**src/rtl/regfile_wb_arbiter.sv**
```systemverilog
// Writeback arbiter for two requesters (ALU, load unit) into a single register-file
// write port, with a pending-register scoreboard for operand hazard queries.
module regfile_wb_arbiter #(
  parameter int XLEN  = 32,
  parameter int NREGS = 32
) (
  input  logic             clk,
  input  logic             rst,
  input  logic             s0_valid,
  input  logic [4:0]       s0_rd,
  input  logic [XLEN-1:0]  s0_data,
  output logic             s0_ready,
  input  logic             s1_valid,
  input  logic [4:0]       s1_rd,
  input  logic [XLEN-1:0]  s1_data,
  output logic             s1_ready,
  input  logic             issue_en,
  input  logic [4:0]       issue_rd,
  input  logic [4:0]       rr1,
  input  logic [4:0]       rr2,
  output logic             rr1_busy,
  output logic             rr2_busy,
  output logic             wr_en,
  output logic [4:0]       wrr,
  output logic [XLEN-1:0]  wrdata,
  output logic [NREGS-1:0] pending
);

  logic             lp;
  logic             gnt1;
  logic             xfer_p0;
  logic [4:0]       sel_rd_p0;
  logic [XLEN-1:0]  sel_data_p0;
  logic [NREGS-1:0] set_vec;
  logic [NREGS-1:0] clr_vec;
  logic [NREGS-1:0] pending_nxt;

  function automatic logic busy_of(input logic [NREGS-1:0] pend, input logic [4:0] idx);
    logic b;
    b = 1'b0;
    for (int i = 1; i < NREGS; i++) begin
      if (idx == 5'(i)) b = pend[i];
    end
    return b;
  endfunction

  // Stage p0: round-robin grant; requester 1 wins only alone or when 0 was granted last
  always_comb begin
    gnt1        = s1_valid && (!s0_valid || (lp == 1'b0));
    s0_ready    = !rst && s0_valid && !gnt1;
    s1_ready    = !rst && s1_valid && gnt1;
    xfer_p0     = s0_ready || s1_ready;
    sel_rd_p0   = gnt1 ? s1_rd : s0_rd;
    sel_data_p0 = gnt1 ? s1_data : s0_data;
  end

  // Stage p1: registered write port
  always_ff @(posedge clk) begin
    if (rst) begin
      lp     <= 1'b1;
      wr_en  <= 1'b0;
      wrr    <= '0;
      wrdata <= '0;
    end else begin
      wr_en <= xfer_p0 && (sel_rd_p0 != 5'd0);
      if (xfer_p0) begin
        lp     <= gnt1;
        wrr    <= sel_rd_p0;
        wrdata <= sel_data_p0;
      end
    end
  end

  // Set from issue overrides clear from a completing write on the same register
  always_comb begin
    set_vec = '0;
    clr_vec = '0;
    for (int i = 1; i < NREGS; i++) begin
      set_vec[i] = issue_en && (issue_rd == 5'(i));
      clr_vec[i] = wr_en && (wrr == 5'(i));
    end
    pending_nxt    = (pending & ~clr_vec) | set_vec;
    pending_nxt[0] = 1'b0;
  end

  always_ff @(posedge clk) begin
    if (rst) pending <= '0;
    else     pending <= pending_nxt;
  end

  always_comb begin
    rr1_busy = busy_of(pending, rr1);
    rr2_busy = busy_of(pending, rr2);
  end

endmodule

```
**config.mk**
```make
export PLATFORM = sky130hd
export DESIGN_NAME = regfile_wb_arbiter
export DESIGN_NICKNAME = d
export VERILOG_FILES = /design/src/rtl/regfile_wb_arbiter.sv
export SDC_FILE = /design/constraint.sdc
export NUM_CORES = 1
export LEC_CHECK = 0
export BUFFER_PORTS_ARGS = -buffer_cell sky130_fd_sc_hd__buf_2
export CAP_MARGIN = 20
export CORE_MARGIN = 4
export CORE_UTILIZATION = 48
export CTS_CLUSTER_DIAMETER = 50
export DETAILED_ROUTE_END_ITERATION = 6
export PLACE_DENSITY = 0.91
export RECOVER_POWER = 50
export SLEW_MARGIN = 30
export SYNTH_ARGS = -nofsm -noshare
export SYNTH_HDL_FRONTEND = slang
export SYNTH_SLANG_ARGS = --single-unit
```
**constraint.sdc**
```tcl
create_clock -name clk -period 2.2 [get_ports clk]
set_input_delay 0.22 -clock clk [delete_from_list [all_inputs] [get_ports clk]]
set_output_delay 0.22 -clock clk [all_outputs]
set_load 0.03 [all_outputs]
```
; Yosys cells after proc, flatten, opt, wreduce, memory -nomap -nowiden
; Index checks and enable logic that the tools add are counted.
[op_classes]
n_eq_ne = 124
n_mux = 64
n_bitwise = 4
reduce_logical = 74
[ops]
columns = cell, n
row1 = "== test 5 bit, second input constant", 64
row2 = "== test 5 x 4 -> 1 bit, second input constant", 32
row3 = "== test 5 x 3 -> 1 bit, second input constant", 16
row4 = logical AND 1 bit, 68
row5 = two-way mux 1 bit, 62
row6 = "== test 5 x 2 -> 1 bit, second input constant", 8
row7 = AND 32 bit, 1
row8 = two-way mux 32 bit, 1
row9 = NOT 32 bit, 1
row10 = OR 32 bit, 1
row11 = "== test 5 x 1 -> 1 bit, second input constant", 4
row12 = two-way mux 5 bit, 1
row13 = nonzero test 5 bit, 1
row14 = logical NOT 1 bit, 3
row15 = logical OR 1 bit, 2
row16 = NOT 1 bit, 1
[word_totals]
register_bits = 71
input_bits = 94
output_inout_bits = 74
word_cells = 272

; Logic depth before layout (Yosys ltp)
[depth]
depth_word = 32
depth_mapped = 8
depth_no_buf = 6

; Worst setup path before layout
; Ideal clock, no wire load.
[synth_timing]
path_kind = flip-flop to output port
start = reg pending[17]
end = out rr2_busy
arrival_time_ns = 1.942
t_required_ns = 1.980
path_slack_ns = 0.038
path_stages_with_launch = 6
path_buffers = 0
cell_sequence = dfxtp_1 > o22ai_1 > a21oi_1 > o311ai_1 > or4b_1 > a31oi_1
[synth_via]
elab_chain_len = 15
[synth_rtl]
columns = element, line
row1 = start: declaration, 26  ; output logic [NREGS-1:0] pending
row2 = start signal: assignment, 88  ; else pending <= pending_nxt;
row3 = two-way mux 1 bit (15 in series), 42  ; if (idx == 5'(i)) b = pend[i];
row4 = end: declaration, 22  ; output logic rr2_busy,
; Every way passes these cells.

; Worst setup path after layout
[layout_timing]
start = reg pending[12]
end = out rr1_busy
[layout_via]
elab_chain_len = 20
[layout_rtl]
columns = element, line
row1 = two-way mux 1 bit (20 in series), 42
row2 = end: declaration, 21  ; output logic rr1_busy,
; Every way passes these cells.

==> metrics.md <==
| Metric | Value |
|---|---|
| Clock root cell | clkbuf_8 |
| Pre-CTS setup slack | 0.0598 ns |
| Clock group share of total power | 0.282 |
| EDFF count, synth | 0 |
| Post-synthesis sequential area ratio | 0.359 |
| First-pass detailed-route iteration total | 5 |
| Syn_area_per_cell | 7.94 um2 |
| Ys async rst share | 0 |
| Crit path DAT | 1.98 ns |
| IO Pins | 168 |
| Critical Path End Type | primary output |
| Power Density | 584 nW/um2 |
| DIE AREA | 9650 um2 |
| Worst setup slack after layout | -0.000381 ns |
| Area after DPL | 4860 um2 |
| Area of the multi-input gates | 2330 um2 |
| Number of global-route vias before repair | 4491 |
| Post-Syn Area | 3910 um2 |
| Hold Path End | wrdata[17] |
| Final Hold Viols | 0 |
| Register area | 1430 um2 |
| Post-route cell area | 5010 um2 |
| CP max stage delay | 0.32 ns |
| Crit path cell chain | mux2_4, o221ai_2, o31ai_1, a221oi_1, a21oi_1, a211o_1, buf_6 |
| Vias per inst | 5.97 |
| Worst min-delay path startpoint | s1_data[17] |
| Setup CP Type | register to primary output |
| Top_reg_cell synth | dfxtp_1 |
| Sequential power share | 0.474 |
| Total Neg Setup Slack | -0.000381 ns |
| Max Freq | 454 MHz |
| Worst clock skew | 0.00719 ns |
| CTS tree | built |
| HPWL after detailed placement | 10600 um |
| Failing checks | negative setup slack |
| Tmin final | 2.20 ns |
| Netlist cell types | 51 |
| Inst Count DP | 745 |
| Area added between synthesis and finish | 28.1% |
| Pin count of the biggest net entering global routing | 71 |
| CTS sink count | 70 |
| Worst skew pair latency | 0.34 ns |
| Main combinational cell family by area after synthesis | compound AO/OA/AOI/OAI gates |
| Unrepaired setup endpoints after global routing | true |
| Final Util | 0.641 |
| Routed wire length per instance | 18.1 um |
| Reg2reg start | lp |
| Worst r2r path cells | 5 |
| CTS buffer count | 9 |
| Core ar. | 7810 um2 |
| Clk buf depth | 2 |
| Synth warn | 0 |
| P_leak | 2.14 nW |
| Antenna cells | 0 |
| Final period utilization | 1.00 |
| Multiplexer share of the synthesized area | 0.125 |
| Drc violations | 0 |
| Worst VDD drop | 0.536 mV |
| Aggregate routed wire length | 13700 um |
| Cts hold-fix bufs | 0 |
| GRT overflow | 0 |
| Post-Syn Nets | 586 |
| Simple-Gate Fraction of Synth Area | 0.206 |
| Ratio of cells with drive above 1 in the final layout | 0.275 |
| Global-route wire length before repair | 21900 um |
| Via count | 4532 |
| GRT Resource Usage Total | 0.275 |
| Status | complete, but fails checks |
| CTS HTree Levels | 3 |
| Layout Cells excl Fill | 759 |
| Placement Rows | 32 |
| Total power | 2.93 mW |
| Logic pwr share | 0.244 |
| Antenna violations before repair | 0 |
| Hold path depth | 3 |
| Critical path's slowest cell | dfxtp_2 |
| Clk slew on worst S/H paths | 0.07 ns |
| Slew Viols, Final | 0 |
| Starting DRT DRC Count | 417 |
| Syn Inst Count | 492 |
| Gpl congestion | 0.949 |
| Max_cap viols | 0 |
| Post-Synth Adder-Cell Area | 0 |
| Worst Path Max Fanout | 2 |
| Synth Area in Compound Gates | 0.261 |
| Die Y | 98.2 um |
| ANT nets after route | 0 |
| RR Endpoint | wr_en |
| R2R Setup Slk | 0.66 ns |
| Number of port buffers | 166 |
| Xor/xnor cell area share of the yosys netlist | 0 |
| Number of fillers in the final layout | 727 |
| Slew margin rel. | 0.0693 |
| Min-delay worst type | primary input to register |
| Psw | 0.957 mW |
| Startpoint Class | register |
| Worst hold margin | 0.161 ns |
| Slew @ Worst Pin | 1.40 ns |
| Internal power | 1.97 mW |
| Seq cells post-synth | 70 |
| Setup violators final | 1 |
| Worst EP required | 1.98 ns |
| Starting Density | 0.500 |
| Fin nets | 749 |
| Die W | 98.2 um |
| Switching Share | 0.327 |
-- flip-flops by register name, indices dropped and copies added, names as in the netlist --
register	flops
lp	1
pending	31
wr_en	1
wrdata	32
wrr	5
-- critical path, delay by kind of cell, from the launching register on --
family	cells	cell delay, ns
flops	1	0.32
mux	1	0.27
compound gates	5	0.92
buf+inv	1	0.14
-- cell usage after synthesis, drive strengths merged (2+ instances only) --
master   count  area, um2
nor2        58        218
buf         21        111
nand2b      15       93.8
a221oi       4       41.3
mux2         3       33.8
o211ai       2       15.0
inv          6       22.5
o21ai       42        210
or3b         2       17.5
o22ai        3       18.8
o221ai       3       26.3
nor4         4       25.0
clkbuf      15       56.3
a31oi        4       25.0
o32a         2       20.0
dfxtp       70       1400
or4          2       15.0
o31ai        2       15.0
nand4        2       12.5
o2111ai      3       26.3
o311ai       3       26.3
nand2       51        191
a211oi      40        300
a211o        5       43.8
a21oi       42        210
nand3        8       40.0
mux2i       43        430
nor2b       12       77.6
nor3        10       50.1
-- cell families after synthesis --
group,count (synthesis)
AO/OA/AOI/OAI,160
buffers and inverters,42
flip-flops,70
multiplexers,47
other,1
AND/OR/NAND/NOR,172
-- layer usage --
metal / wire length [um] / vias up / GRT usage
met4: 541 / 0 / 0.117
met1: 5210 / 2050 / 0.342
met5: 0 / - / 0
met2: 6250 / 302 / 0.449
met3: 1700 / 47 / 0.0771
li1: - / 2133 / -
-- worst max path at each step --
| stage | startpoint | cells past startpoint | endpoint |
|---|---|---|---|
| after floorplan | pending[17] | 5 | rr2_busy |
| after global placement | rr2[1] | 8 | rr2_busy |
| final | pending[12] | 7 | rr1_busy |
| after CTS | pending[12] | 7 | rr1_busy |
| after detailed placement | rr2[1] | 8 | rr2_busy |
| after global routing | pending[12] | 7 | rr1_busy |
-- layout by cell type (no fill, tap or decap), types with 5 or more instances in the layout --
cell type / netlist / layout
a211o_1: 5 / 5
a211oi_1: 40 / 40
a21oi_1: 42 / 42
buf_2: 11 / 125
buf_4: 3 / 22
clkbuf_1: 15 / 40
clkbuf_8: 0 / 9
dfxtp_1: 70 / 61
dfxtp_4: 0 / 5
mux2i_1: 43 / 43
nand2_1: 51 / 50
nand2b_1: 15 / 15
nand3_1: 8 / 8
nor2_1: 58 / 58
nor2b_1: 11 / 11
nor3_1: 10 / 10
o21ai_0: 42 / 41
-- area by class of cell --
cell class / count / share of cell area
multi-input cells: 380 / 0.466
flip-flops and latches: 70 / 0.285
repair buffers: 188 / 0.190
clock buffers: 10 / 0.0255
well taps: 102 / 0.0255
inverters: 6 / 0.00450
clock inverters: 3 / 0.00300
-- power by group through the flow --
stage / clock network [mW] / logic (mW) / registers [mW]
2_1_floorplan: 0 / 0.331 / 1.54
3_3_place_gp: 0 / 0.697 / 1.41
3_5_place_dp: 0 / 0.714 / 1.42
4_1_cts: 0.835 / 0.724 / 1.39
5_1_grt: 0.878 / 0.773 / 1.40
6_report: 0.824 / 0.715 / 1.39
-- repair_timing --
item	CTS	global route
buffers inserted	1	0
pin swaps	4	5
cloned	0	0
resized for setup	14	10
setup endpoints to repair	2	2
No activity file was read; power rests on OpenSTA's default activity.
